## config.mk

```make
export PLATFORM = sky130hd
export DESIGN_NAME = fifo_uart_tx
export DESIGN_NICKNAME = d
export VERILOG_FILES = /design/src/rtl/fifo_uart_tx_pkg.sv /design/src/rtl/fifo_uart_tx_baud_counter.sv /design/src/rtl/fifo_uart_tx.sv
export SDC_FILE = /design/constraint.sdc
export NUM_CORES = 1
export LEC_CHECK = 0
export BUFFER_PORTS_ARGS = -buffer_cell sky130_fd_sc_hd__buf_2
export CORE_UTILIZATION = 55
export DETAILED_ROUTE_END_ITERATION = 6
export GPL_TIMING_DRIVEN = 0
export PLACE_DENSITY_LB_ADDON = 0.2
export SETUP_SLACK_MARGIN = 0.5
export SLEW_MARGIN = 10
export SYNTH_ARGS = -nofsm -noshare
export SYNTH_HDL_FRONTEND = slang
export SYNTH_SLANG_ARGS = --single-unit
```

## constraint.sdc

```tcl
create_clock -name clk -period 5.5 [get_ports clk]
set_input_delay 0.825 -clock clk [delete_from_list [all_inputs] [get_ports clk]]
set_output_delay 0.825 -clock clk [all_outputs]
set_load 0.03 [all_outputs]
```

## src/rtl/fifo_uart_tx_pkg.sv

```systemverilog
// Shared types and defaults for the FIFO-fed UART transmitter.
// FIFO_UART_TX_PARITY_EN adds the PARITY state to the state set.
package fifo_uart_tx_pkg;

    localparam int DEF_WIDTH        = 8;
    localparam int DEF_CLKS_PER_BIT = 868;

    localparam logic [2:0] ST_IDLE   = 3'd0;
    localparam logic [2:0] ST_POP    = 3'd1;
    localparam logic [2:0] ST_LOAD   = 3'd2;
    localparam logic [2:0] ST_START  = 3'd3;
    localparam logic [2:0] ST_DATA   = 3'd4;
`ifdef FIFO_UART_TX_PARITY_EN
    localparam logic [2:0] ST_PARITY = 3'd5;
`endif
    localparam logic [2:0] ST_STOP   = 3'd6;

    typedef enum logic [2:0] {
        IDLE   = ST_IDLE,
        POP    = ST_POP,
        LOAD   = ST_LOAD,
        START  = ST_START,
        DATA   = ST_DATA,
`ifdef FIFO_UART_TX_PARITY_EN
        PARITY = ST_PARITY,
`endif
        STOP   = ST_STOP
    } tx_state_t;

endpackage

```

## src/rtl/fifo_uart_tx_baud_counter.sv

```systemverilog
// Bit-period timer: down-counter that ticks at terminal count 0 and reloads there.
// While clear is high the counter is held at the full period so the next bit starts clean.
module baud_counter
    import fifo_uart_tx_pkg::*;
#(
    parameter int CLKS_PER_BIT = DEF_CLKS_PER_BIT
) (
    input  logic clk,
    input  logic rst_n,
    input  logic clear,
    output logic tick
);

    localparam int              CNT_W  = $clog2(CLKS_PER_BIT);
    localparam logic [CNT_W-1:0] RELOAD = CNT_W'(CLKS_PER_BIT - 1);

    logic [CNT_W-1:0] cnt_q;

    always_ff @(posedge clk or negedge rst_n) begin
        if (!rst_n) begin
            cnt_q <= '0;
        end else if (clear || tick) begin
            cnt_q <= RELOAD;
        end else begin
            cnt_q <= cnt_q - CNT_W'(1);
        end
    end

    assign tick = !clear && (cnt_q == '0);

endmodule

```

## src/rtl/fifo_uart_tx.sv

```systemverilog
// UART transmitter that pulls words from a source FIFO and serialises them LSB first.
// Build with FIFO_UART_TX_PARITY_EN to append an even-parity bit after the data bits.
//
// state  | meaning
// IDLE   | line high; pop one word when the FIFO is non-empty
// POP    | FIFO read latency cycle
// LOAD   | capture pop_data into the shift register
// START  | start bit (tx=0)
// DATA   | WIDTH data bits, LSB first
// PARITY | even parity of the data bits (parity build only)
// STOP   | stop bit (tx=1), then frame_done and back to IDLE
module fifo_uart_tx
    import fifo_uart_tx_pkg::*;
#(
    parameter int WIDTH        = DEF_WIDTH,
    parameter int CLKS_PER_BIT = DEF_CLKS_PER_BIT
) (
    input  logic             clk,
    input  logic             rst_n,
    input  logic             empty,
    output logic             pop_en,
    input  logic [WIDTH-1:0] pop_data,
    output logic             tx,
    output logic             busy,
    output logic             frame_done
);

    localparam int               IDX_W    = $clog2(WIDTH + 1);
    localparam logic [IDX_W-1:0] LAST_IDX = IDX_W'(WIDTH - 1);

    tx_state_t        state_q;
    logic [WIDTH-1:0] shift_q;
    logic [IDX_W-1:0] bit_idx_q;
    logic [1:0]       arm_q;
    logic             tick;
    logic             bit_clear;
`ifdef FIFO_UART_TX_PARITY_EN
    logic             parity_q;
`endif

    // arm_q keeps pop_en off until the second clock edge after reset release
    assign pop_en    = (state_q == IDLE) && !empty && arm_q[1];
    assign busy      = pop_en || (state_q != IDLE);
    assign bit_clear = (state_q == IDLE) || (state_q == POP) || (state_q == LOAD);

    baud_counter #(
        .CLKS_PER_BIT(CLKS_PER_BIT)
    ) u_baud_counter (
        .clk  (clk),
        .rst_n(rst_n),
        .clear(bit_clear),
        .tick (tick)
    );

    always_ff @(posedge clk or negedge rst_n) begin
        if (!rst_n) begin
            arm_q <= '0;
        end else begin
            arm_q <= {arm_q[0], 1'b1};
        end
    end

    always_ff @(posedge clk or negedge rst_n) begin
        if (!rst_n) begin
            state_q    <= IDLE;
            tx         <= 1'b1;
            shift_q    <= '0;
            bit_idx_q  <= '0;
            frame_done <= 1'b0;
`ifdef FIFO_UART_TX_PARITY_EN
            parity_q   <= 1'b0;
`endif
        end else begin
            frame_done <= 1'b0;
            case (state_q)
                IDLE: begin
                    if (pop_en) begin
                        state_q <= POP;
                    end
                end
                POP: begin
                    state_q <= LOAD;
                end
                LOAD: begin
                    shift_q <= pop_data;
`ifdef FIFO_UART_TX_PARITY_EN
                    parity_q <= ^pop_data;
`endif
                    tx      <= 1'b0;
                    state_q <= START;
                end
                START: begin
                    if (tick) begin
                        tx        <= shift_q[0];
                        shift_q   <= shift_q >> 1;
                        bit_idx_q <= '0;
                        state_q   <= DATA;
                    end
                end
                DATA: begin
                    if (tick) begin
                        if (bit_idx_q == LAST_IDX) begin
`ifdef FIFO_UART_TX_PARITY_EN
                            tx      <= parity_q;
                            state_q <= PARITY;
`else
                            tx      <= 1'b1;
                            state_q <= STOP;
`endif
                        end else begin
                            tx        <= shift_q[0];
                            shift_q   <= shift_q >> 1;
                            bit_idx_q <= bit_idx_q + IDX_W'(1);
                        end
                    end
                end
`ifdef FIFO_UART_TX_PARITY_EN
                PARITY: begin
                    if (tick) begin
                        tx      <= 1'b1;
                        state_q <= STOP;
                    end
                end
`endif
                STOP: begin
                    if (tick) begin
                        frame_done <= 1'b1;
                        state_q    <= IDLE;
                    end
                end
                default: begin
                    tx      <= 1'b1;
                    state_q <= IDLE;
                end
            endcase
        end
    end

endmodule

```

* Yosys cells after proc, flatten, opt, wreduce, memory -nomap -nowiden
Cells that the tools add are included.
** Word-level totals
- Register bits :: 29
- Bits of input ports :: 11
- Output and inout port bits :: 4
** Cells by class
- Add/subtract/negate cells :: 2
- Equality and inequality tests :: 12
- Muxes and demuxes :: 21
- Bitwise operators :: 1
- Reduce and logical (&&, ||, !) cells :: 19
** Operators with widths (count)
- 8-bit two-way mux :: 3
- 8-bit one-hot mux with 3 select lines :: 1
- 3-bit one-hot mux with 6 select lines :: 1
- 3-bit two-way mux :: 5
- 4-bit two-way mux :: 3
- 10-bit zero test :: 1
- 10-bit two-way mux :: 1
- 10-bit by 1-bit subtractor with 10-bit output (second input constant) :: 1
- 4-bit one-hot mux with 2 select lines :: 1
- 4-bit AND reduction :: 2
- 3-bit by 2-bit equality test with 1-bit output (second input constant) :: 2
- 3-bit equality test (second input constant) :: 2
- 2-bit by 1-bit inequality test with 1-bit output (second input constant) :: 3
- 2-bit inequality test (second input constant) :: 3
- 3-bit nonzero test :: 2
- 1-bit two-way mux :: 5
- 5-bit AND reduction :: 1
- 4-bit by 1-bit adder with 4-bit output (second input constant) :: 1
- 4-bit by 3-bit equality test with 1-bit output (second input constant) :: 1
- 1-bit logical OR :: 4
- 1-bit one-hot mux with 4 select lines :: 1
- 3-bit by 1-bit equality test with 1-bit output (second input constant) :: 1
- 1-bit logical AND :: 3
- 3-bit zero test :: 1
- other kinds (5) :: 6

* Logic depth before layout (Yosys ltp)
Gate-level depths: netlist of run 1.
- Depth after elaboration :: 7
- Gate-level depth with buffers :: 6
- Mapped depth without buffers :: 6

* By module
A second synthesis of run 1 with hierarchy kept.
** Unflattened totals
- Cells, all modules :: 192
- Area total of the unflattened synthesis :: 1829.3 um^2
** Modules (own cells, without submodules)
- fifo_uart_tx :: times used 1, cells an instance 141, area an instance 1322.5 um^2, seq. area each 476.7 um^2
- baud_counter :: times used 1, cells an instance 51, area an instance 506.7 um^2, seq. area each 250.2 um^2

* Worst setup path before layout of run 1
Ideal clock, no wire load.
- Kind :: input port to output port
- Start :: input empty
- End :: output pop_en
- Arrival time :: 1675 ps
- Data required time :: 4675 ps
- Setup slack :: 3000 ps
- Cell stages on the path :: 2
- Cells stage by stage :: nand2b_1 > nor3_1
** On the way
- Cells in the longest elaborated chain, start to end :: 3
** Ends and longest elaborated chain
- start: declaration :: line fifo_uart_tx.sv:20 : input logic empty,
- 1-bit zero test :: line fifo_uart_tx.sv:42 : assign pop_en = (state_q == IDLE) && !empty && arm_q[1];
- 1-bit logical AND (2 in series) :: line fifo_uart_tx.sv:42
- end: declaration :: line fifo_uart_tx.sv:21 : output logic pop_en,
No other way between the ends.

* Final worst setup path of run 1
- Start :: register state_q[1]
- End :: output pop_en
** On the way
- Cells in the longest elaborated chain, start to end :: 3
** Ends and longest elaborated chain
- start: declaration :: line fifo_uart_tx.sv:31 : tx_state_t state_q;
- start signal: assignment :: line fifo_uart_tx.sv:65 : state_q <= IDLE;
- start signal: assignment :: line fifo_uart_tx.sv:78 : state_q <= POP;
- start signal: assignment :: line fifo_uart_tx.sv:82 : state_q <= LOAD;
- 3-bit zero test :: line fifo_uart_tx.sv:42
- 1-bit logical AND (2 in series) :: line fifo_uart_tx.sv:42
No other way between the ends.

==> flow_metrics.tcl, run 1 <==
set metrics [dict create \
    status "complete, no violations" \
    htree_levels 2 \
    ys_warn_count 0 \
    drc_errors 0 \
    cpPeakStageDelay_ns 0.42 \
    path_cells "clkbuf_1 > or2_2 > nor3_1 > buf_2" \
    num-fill-cells 199 \
    vias 1080 \
    slew_headroom_pct 54.20 \
    startpoint_type "register" \
    grt_max_degree 30 \
    portBuffers 14 \
    drv_slew 0 \
    critPathKind "reg -> out" \
    clock_tree.buffer_depth 2 \
    netlist_area_mm2 0.001508 \
    synthSimpleGateAreaFrac_pct 21.33 \
    synth_edf_count 0 \
    clock_sinks 29 \
    routabilityCongestion 0.7847 \
    synth_top_family_by_area "simple AND/OR/NAND/NOR gates" \
    cts-root-buf "clkbuf_4" \
    antenna_found_initial 0 \
    fmax_ghz 0.3976 \
    setup_viol 0 \
    crit_family "simple AND/OR/NAND/NOR gates" \
    core-area_mm2 0.002522 \
    synth_xor_area_share_pct 3.485 \
    syn_avg_cell_area_um2 10.69 \
    async_reset_ff_share_pct 100.0 \
    vdd_drop_max_mv 0.3347 \
    maxCapViolCount 0 \
    clk_latency_ns 0.33 \
    ys.flop_type "dfrtp_1" \
    antenna_cells 0 \
    cp.required_ns 4.68 \
    synth.area.mux_share_pct 12.70 \
    drive_above_1_share_pct 30.06 \
    clkTransAtPathRegs_ns 0.09 \
    synth_nets 154 \
    finalCriticalPeriod_ns 2.515 \
    routedWlPerCell_um 13.75 \
    cts_made_buffers 5 \
    p_leak_nw 0.7431 \
    cp_max_fo 10 \
    wl_um 2653 \
    area_growth_pct 10.54 \
    crit_slowest_cell "dfrtp_1" \
    period_share_pct 45.73 \
    cts_resized 0 \
    antenna_left 0 \
    rsz0062_at_grt "no" \
    tightest_slew_ns 0.6855 \
    detail_route.vias_per_cell 5.596 \
    first_pass_iters 4 \
    crit_arrival_ns 1.69 \
    fp.dieW_um 54.36 \
    start_util_pct 59.77 \
    end_kind "primary output" \
    finalHoldViolations 0 \
    cts_setup_buffers 0 \
    cellPowerDensity_mw_per_mm2 322.8 \
    netlist-cell-type-count 39 \
    grt_usage_pct 23.23 \
    synth-adder-area-share_pct 2.324 \
    drt_iter0_markers 22 \
    first_global_vias 1038 \
    ys_seq_area_share_pct 48.22 \
    rows 18 \
    grt_pass1_wl_um 4657 \
    hpwl_um 1937 \
    die_area_mm2 0.002954 \
    ys_ff_latch 29 \
    hold_slack_ns 0.3601 \
    grt.overflow.total 0 \
    fin_nets 175 \
    synth_cells 141 \
    min_path_type "reg -> reg" \
    die_h_um 54.36 \
    cts_tree "built" \
    io_pins 15 \
    finClkSkew_ns 0.008763 \
    synth_compound_area_share_pct 9.959 \
    ctsHoldBuffers 0 \
    path_buf_inv 2 \
    fin_tns_setup_ns 0 \
]
[state kept, by name, indices dropped and copies added, names as in the netlist]
name / flops
shift_q: 8
u_baud_counter.cnt_q: 10
tx: 1
arm_q: 2
bit_idx_q: 4
state_q: 3
frame_done: 1
[path summary, 6_finish.rpt]
path / slack, ns / to / start / depth (start not counted)
max: 2.98 / pop_en / state_q[1] / 4
min: 0.36 / arm_q[1] / arm_q[0] / 0
max reg2reg: 3.21 / shift_q[0] / u_baud_counter.cnt_q[0] / 6
min reg2reg: 0.36 / arm_q[1] / arm_q[0] / 0
max in group asynchronous: 4.59 / u_baud_counter.cnt_q[6] / rst_n / 1
min in group asynchronous: 0.50 / u_baud_counter.cnt_q[2] / rst_n / 1
[cells in the final DEF, fill, tap and decap left out, drive strengths merged, types with 2 or more instances in the layout]
| cell type | Yosys | routed |
|---|---|---|
| dfrtp | 28 | 28 |
| mux2 | 17 | 17 |
| nor2 | 14 | 14 |
| nand2 | 14 | 14 |
| buf | 0 | 14 |
| clkbuf | 3 | 9 |
| a21oi | 5 | 5 |
| o21ai | 5 | 5 |
| inv | 4 | 4 |
| nor3b | 3 | 3 |
| xor2 | 3 | 3 |
| xnor2 | 3 | 3 |
| nand2b | 3 | 3 |
| or2 | 3 | 3 |
| nor2b | 3 | 3 |
| o31ai | 3 | 3 |
| and3 | 3 | 3 |
| nand3 | 3 | 3 |
| or2b | 2 | 2 |
| nor3 | 2 | 2 |
| nand3b | 2 | 2 |
| ha | 2 | 2 |
| clkinv | 0 | 2 |
| nor4 | 2 | 2 |
[stage by stage]
step           total power, mW  std cells  cell area (um2)  setup WS, ns  utilization (%)
6_report                0.5380        193             1667         2.985            66.07
5_1_grt                 0.5814        193             1667         2.864            66.07
4_1_cts                 0.5438        193             1667         2.982            66.07
3_5_place_dp            0.4201        185             1615         3.174            64.04
3_3_place_gp            0.4086        185             1615         3.183            64.04
2_1_floorplan           0.3876        141             1508         3.000                -
[cell type report]
cell class | instances | area (um2) | share of cell area [%]
multi-input cells | 105 | 754.5 | 45.27
flip-flops and latches | 29 | 726.9 | 43.62
repair buffers | 14 | 70.07 | 4.204
clock buffers | 6 | 41.29 | 2.477
well taps | 30 | 37.54 | 2.252
inverters | 4 | 15.01 | 0.9009
plain buffers | 3 | 11.26 | 0.6757
clock inverters | 2 | 10.01 | 0.6006
[synthesized netlist by cell type (all sizes together), types with 4 or more instances]
master	number	area, um2
inv	4	15.01
nor2	14	52.55
mux2	17	191.4
a21oi	5	25.02
o21ai	5	25.02
dfrtp	28	700.7
nand2	14	52.55
[report_power, final]
group / leakage (nW) / internal (mW) / total [mW] / switching (mW)
clock network: 0.0320 / 0.0485 / 0.122 / 0.0735
registers: 0.351 / 0.259 / 0.301 / 0.0418
logic: 0.360 / 0.0589 / 0.115 / 0.0559
[logic make-up after synthesis]
kind of cell / Yosys count
AOI/OAI and AO/OA: 21
xor gates and xnor gates: 6
adders and majority gates: 3
buffers and inverters: 7
DFF: 29
muxes: 17
other: 1
and+or+nand+nor: 57
[worst register-to-register path: cells and delay by family (launching register included)]
family | cells | cell delay (ns)
flip-flops | 1 | 0.40
adder cells (fa/ha/maj) | 1 | 0.17
multiplexers | 1 | 0.38
AND/OR/NAND/NOR | 2 | 0.81
AO/OA/AOI/OAI | 1 | 0.35
buffers and inverters | 1 | 0.07
[routing by layer]
| layer | vias up | track usage (%) | share of wire, % |
|---|---|---|---|
| met5 | - | 0 | 0 |
| met4 | 0 | 7.692 | 0.87 |
| met3 | 2 | 10.00 | 5.6 |
| met2 | 25 | 34.76 | 48 |
| met1 | 519 | 30.07 | 46 |
| li1 | 534 | - | - |
No activity file was read; power rests on OpenSTA's default activity.
==> run 2: changes to the inputs <==
clock period = 2.5 ns   (was 5.5 ns; I/O delays follow)
==> flow_metrics.tcl, run 2 (same netlist as run 1, synthesis figures left out) <==
set metrics [dict create \
    seqPwrFrac_pct 55.6 \
    cp_max_fo 10 \
    grt_max_degree 30 \
    largest-register "u_baud_counter.cnt_q" \
    switching_share_pct 32.42 \
    switchingPower_mw 0.3903 \
    wl_um 2800 \
    vdd_drop_max_mv 0.7395 \
    start_util_pct 59.77 \
    rows 18 \
    vias 1132 \
    drc_errors 0 \
    cellPowerDensity_mw_per_mm2 693.9 \
    largest_register_ffs 10 \
    io_pins 15 \
    crit_arrival_ns 1.54 \
    final_util_pct 68.80 \
    routabilityCongestion 0.7847 \
    die_area_mm2 0.002954 \
    cp.required_ns 2.12 \
    final_common_cell "dfrtp_1" \
    power.internal_mw 0.8138 \
    antenna_cells 0 \
    p_comb_share_pct 21.8 \
    slew_headroom_pct 57.30 \
    r2r_end "shift_q[0]" \
    cts_made_buffers 5 \
    hpwl_um 1937 \
    tightest_slew_ns 0.6349 \
    layout_common_cells "dfrtp_1, mux2_2, nor2_1" \
    drive_above_1_share_pct 35.33 \
    portBuffers 14 \
    period_share_pct 76.47 \
    grt_pass1_wl_um 4678 \
    fin_tns_setup_ns 0 \
    clkTransAtPathRegs_ns 0.10 \
    r2r_slack_ns 0.61 \
    fin_nets 179 \
    reg2reg_depth 4 \
    first_global_vias 1042 \
    cpPeakStageDelay_ns 0.43 \
    detail_route.vias_per_cell 5.746 \
    antenna_found_initial 0 \
    path_cells "buf_4 > or2_4 > nor2_1 > nand2_1 > clkbuf_4" \
    worstReg2RegStart "state_q[1]" \
    crit_family "flip-flops" \
    cts-root-buf "clkbuf_4" \
    crit_slowest_cell "dfrtp_1" \
    routedWlPerCell_um 14.21 \
    status "complete, no violations" \
    min_path_type "in -> async" \
    ctsHoldBuffers 0 \
    clock_tree.buffer_depth 2 \
    rsz0062_at_grt "no" \
    power_mw 1.204 \
    drv_slew 0 \
    clk_latency_ns 0.34 \
    finClkSkew_ns 0.01102 \
    finalHoldViolations 0 \
    grt_usage_pct 23.35 \
    fmax_ghz 0.5231 \
    startpoint_type "register" \
    p_leak_nw 0.7812 \
    fp.dieW_um 54.36 \
    grt.overflow.total 0 \
    htree_levels 2 \
    first_pass_iters 5 \
    finalCriticalPeriod_ns 1.912 \
    clock_sinks 29 \
    maxCapViolCount 0 \
    path_buf_inv 2 \
    drt_iter0_markers 22 \
    reg_top3 "u_baud_counter.cnt_q x10, shift_q x8, bit_idx_q x4" \
    setup_viol 0 \
    cts_tree "built" \
    p_clk_share_pct 22.6 \
    critPathKind "reg -> out" \
    antenna_left 0 \
    core-area_mm2 0.002522 \
    area_growth_pct 15.10 \
    die_h_um 54.36 \
    end_kind "primary output" \
]
## run 2: changes by cell type in the layout (fill, tap and decap cells not counted), sizes merged
cell,before,now
clkbuf,9,8
buf,14,19
## run 2: area by class of cell
| cell class | instances | area (um2) |
|---|---|---|
| multi-input combinational | 105 | 780.7 |
| inverter | 4 | 15.01 |
| timing repair buffer | 18 | 105.1 |
| sequential | 29 | 726.9 |
| buffer | 3 | 18.77 |
| fill | 188 | 787.0 |
| clock buffer | 6 | 41.29 |
| clock inverter | 2 | 10.01 |
| tap | 30 | 37.54 |
## run 2: through the flow
| stage | instances | instance area [um2] | setup slack [ns] | hold slack [ns] |
|---|---|---|---|---|
| 6_report | 197 | 1735 | 0.5884 | 0.05079 |
| 5_1_grt | 197 | 1735 | 0.5211 | 0.09025 |
| 4_1_cts | 194 | 1693 | 0.5160 | 0.05513 |
| 3_5_place_dp | 185 | 1615 | 0.2434 | 0.3428 |
| 3_3_place_gp | 185 | 1615 | 0.3540 | 0.3384 |
| 2_1_floorplan | 141 | 1508 | 0.5369 | 0.07941 |
## run 2: power groups by stage
| stage | logic [mW] | registers [mW] | clock network [mW] |
|---|---|---|---|
| after global placement | 0.237 | 0.662 | 0 |
| after CTS | 0.263 | 0.669 | 0.277 |
| final | 0.263 | 0.670 | 0.272 |
| after global routing | 0.299 | 0.687 | 0.307 |
| after floorplan | 0.191 | 0.662 | 0 |
| after detailed placement | 0.253 | 0.671 | 0 |
## run 2: worst reg2reg max path, delay by kind of cell (launching register included)
kind             cells  cell delay (ns)
multiplexers         2             0.63
flip-flops           1             0.43
AND/OR/NAND/NOR      2             0.72
## run 2: repair_timing
| action | CTS | global route |
|---|---|---|
| buffers inserted | 1 | 3 |
| gates resized for setup | 6 | 9 |
| endpoints found under the setup margin | 14 | 9 |
| pin swaps | 1 | 1 |
## run 2: per-layer routing
metal  wire [um]  up-vias  track usage (%)
met5           0        -                0
li1            -      541                -
met1        1290      559            30.07
met4          23        0            7.692
met3         132        3            10.00
met2        1354       29            35.16
## run 2: worst max-delay path by stage
stage / from / end / depth (start not counted)
global placement: u_baud_counter.cnt_q[0] / shift_q[4] / 6
CTS: state_q[1] / pop_en / 4
finish: state_q[1] / busy / 5
floorplan: u_baud_counter.cnt_q[0] / shift_q[0] / 6
detailed placement: u_baud_counter.cnt_q[0] / shift_q[1] / 6
global route: state_q[1] / busy / 5
==> run 3: changes to the inputs <==
ABC_AREA = 1   (was not set)
clock period = 1.9 ns   (was 2.5 ns; I/O delays follow)
==> flow_metrics.tcl, run 3 <==
set metrics [dict create \
    synth_nets 212 \
    drv_slew 0 \
    drt_iter0_markers 89 \
    power_mw 1.049 \
    cp.required_ns 1.62 \
    vias 1577 \
    worstReg2RegStart "u_baud_counter.cnt_q[5]" \
    start_util_pct 60.04 \
    clock_tree.buffer_depth 2 \
    first_global_vias 1475 \
    rows 18 \
    finalHoldViolations 0 \
    finClkSkew_ns 0.003592 \
    layout_common_cells "nand2_1, dfrtp_1, nand3_1" \
    r2r_end "shift_q[2]" \
    drc_errors 0 \
    first_pass_iters 4 \
    fin_tns_setup_ns 0 \
    status "complete, no violations" \
    hold_slack_ns 0.1924 \
    fmax_ghz 0.6455 \
    cp_max_fo 2 \
    period_share_pct 81.54 \
    io_pins 15 \
    synth.most_common_cell "nand2_1" \
    grt_usage_pct 31.00 \
    antenna_left 0 \
    tightest_slew_ns 0.6701 \
    routedWlPerCell_um 16.30 \
    vdd_drop_max_mv 0.5665 \
    critPathKind "reg -> out" \
    stdcell_count 273 \
    fin_nets 255 \
    setup_viol 0 \
    synth_cells 199 \
    min_from "pop_data[7]" \
    core-area_mm2 0.002567 \
    antenna_cells 0 \
    synth_edf_count 0 \
    routabilityCongestion 0.8325 \
    top_usage_layer "met2" \
    clkTransAtPathRegs_ns 0.09 \
    placedCellCount 243 \
    drive_above_1_share_pct 39.92 \
    cts_made_buffers 5 \
    crit_arrival_ns 1.26 \
    cpPeakStageDelay_ns 0.43 \
    path_cells "nor2_4 > nand2_4 > nor3_4 > buf_6" \
    crit_cells 4 \
    detail_route.vias_per_cell 5.777 \
    clock_sinks 29 \
    die_h_um 54.94 \
    fp.dieW_um 54.94 \
    crit_slowest_cell "dfrtp_2" \
    r2r_slack_ns 0.39 \
    area_growth_pct 40.42 \
    hold_path_end "shift_q[7]" \
    dpl_worst_slack_ns 0.2505 \
    synth_top_area_share_pct 45.45 \
    largest-register "u_baud_counter.cnt_q" \
    grt_max_degree 30 \
    grt.overflow.total 0 \
    min_path_type "in -> reg" \
    p_leak_nw 1.047 \
    die_area_mm2 0.003018 \
    synth_area_leader_cell "dfrtp_1" \
    ys_seq_area_share_pct 47.16 \
    worst_slack_ns 0.3508 \
    hpwl_um 2214 \
    synthTopCellsByArea "dfrtp_1, nand2_1, nand3_1" \
    netlist_area_mm2 0.001541 \
    ys_ff_latch 29 \
    clk_latency_ns 0.34 \
    wl_um 4449 \
    startpoint_type "register" \
    cts_tree "built" \
    reg_top3 "u_baud_counter.cnt_q x10, shift_q x8, bit_idx_q x4" \
    met3_usage_pct 11.20 \
    finalCriticalPeriod_ns 1.549 \
    end_kind "primary output" \
    crit_family "flip-flops" \
    antenna_found_initial 0 \
    ys.flop_type "dfrtp_1" \
    netlist-cell-type-count 24 \
    largest_register_ffs 10 \
    maxCapViolCount 0 \
    reg2reg_depth 8 \
    final_common_cell "nand2_1" \
    rsz0062_at_grt "yes" \
    cts-root-buf "clkbuf_4" \
    cellPowerDensity_mw_per_mm2 484.6 \
    use_met1_pct 36.40 \
    globalRouteMet2Util_pct 51.00 \
    syn_avg_cell_area_um2 7.746 \
    async_reset_ff_share_pct 100.0 \
    slew_headroom_pct 55.33 \
    synth_common_cells "nand2_1, nand3_1, dfrtp_1" \
    ys_warn_count 0 \
    worstHoldPathCells 3 \
    portBuffers 14 \
    grt_pass1_wl_um 6375 \
    path_buf_inv 1 \
    htree_levels 2 \
]
-- run 3: power breakdown --
group / switching (mW) / internal, mW / leakage (nW)
clock: 0.221 / 0.147 / 0.0265
sequential: 0.00704 / 0.628 / 0.342
combinational: 0.0300 / 0.0164 / 0.679
total: 0.258 / 0.791 / 1.05
-- run 3: area by class of cell --
class / count / area (um2)
Inverter: 17 / 73.82
Tap cell: 30 / 37.54
Sequential cell: 29 / 729.5
Buffer: 3 / 30.03
Timing Repair Buffer: 35 / 261.5
Multi-Input combinational cell: 151 / 983.4
Fill cell: 146 / 402.9
Clock buffer: 8 / 48.80
-- run 3: cell families (layout without fill, tap and decap cells) --
group                      Yosys count  after routing  share of synthesized area (%)
and+or+nand+nor                    137            138                          40.26
buffers and inverters               20             63                          6.006
other                                1              1                         0.2433
DFF                                 29             29                          47.16
AOI/OAI and AO/OA                    4              4                          1.299
xor gates and xnor gates             6              6                          3.409
adders and majority gates            2              2                          1.623
-- run 3: what timing repair did --
action                                 4_1_cts  5_1_grt
cloned                                       2        0
setup endpoints to repair                   28       25
buffers inserted                            12        7
endpoints found under the hold margin       28        0
pin swaps                                   17       22
resized for setup                           49       27
hold buffers                                 1        0
-- run 3: worst max-delay path by stage --
stage / slack (ns) / end / startpoint
finish: 0.35 / pop_en / state_q[0]
global route: 0.30 / pop_en / state_q[0]
CTS: 0.34 / busy / state_q[2]
detailed placement: 0.25 / shift_q[7] / u_baud_counter.cnt_q[0]
global placement: 0.35 / shift_q[7] / u_baud_counter.cnt_q[0]
floorplan: 0.51 / shift_q[0] / u_baud_counter.cnt_q[0]
-- run 3: metal layers --
metal | vias to the layer above | wire length [um]
li1 | 727 | -
met1 | 748 | 1785
met2 | 83 | 2224
met3 | 19 | 314
met4 | 0 | 125
met5 | - | 0
-- run 3: through the flow --
stage	area, um2	utilization, %
after global routing	2165	84.31
after global placement	1660	64.67
final	2165	84.31
after floorplan	1553	-
after detailed placement	1660	64.67
after CTS	2011	78.31
-- run 3: worst register-to-register path, stage by stage, from the launching register on --
cell,delay (ns)
dfrtp_1,0.42
inv_1,0.13
nand2_1,0.12
nor2_4,0.18
nand3_4,0.17
nand2_8,0.15
buf_6,0.15
nand3_2,0.08
nand2_1,0.07
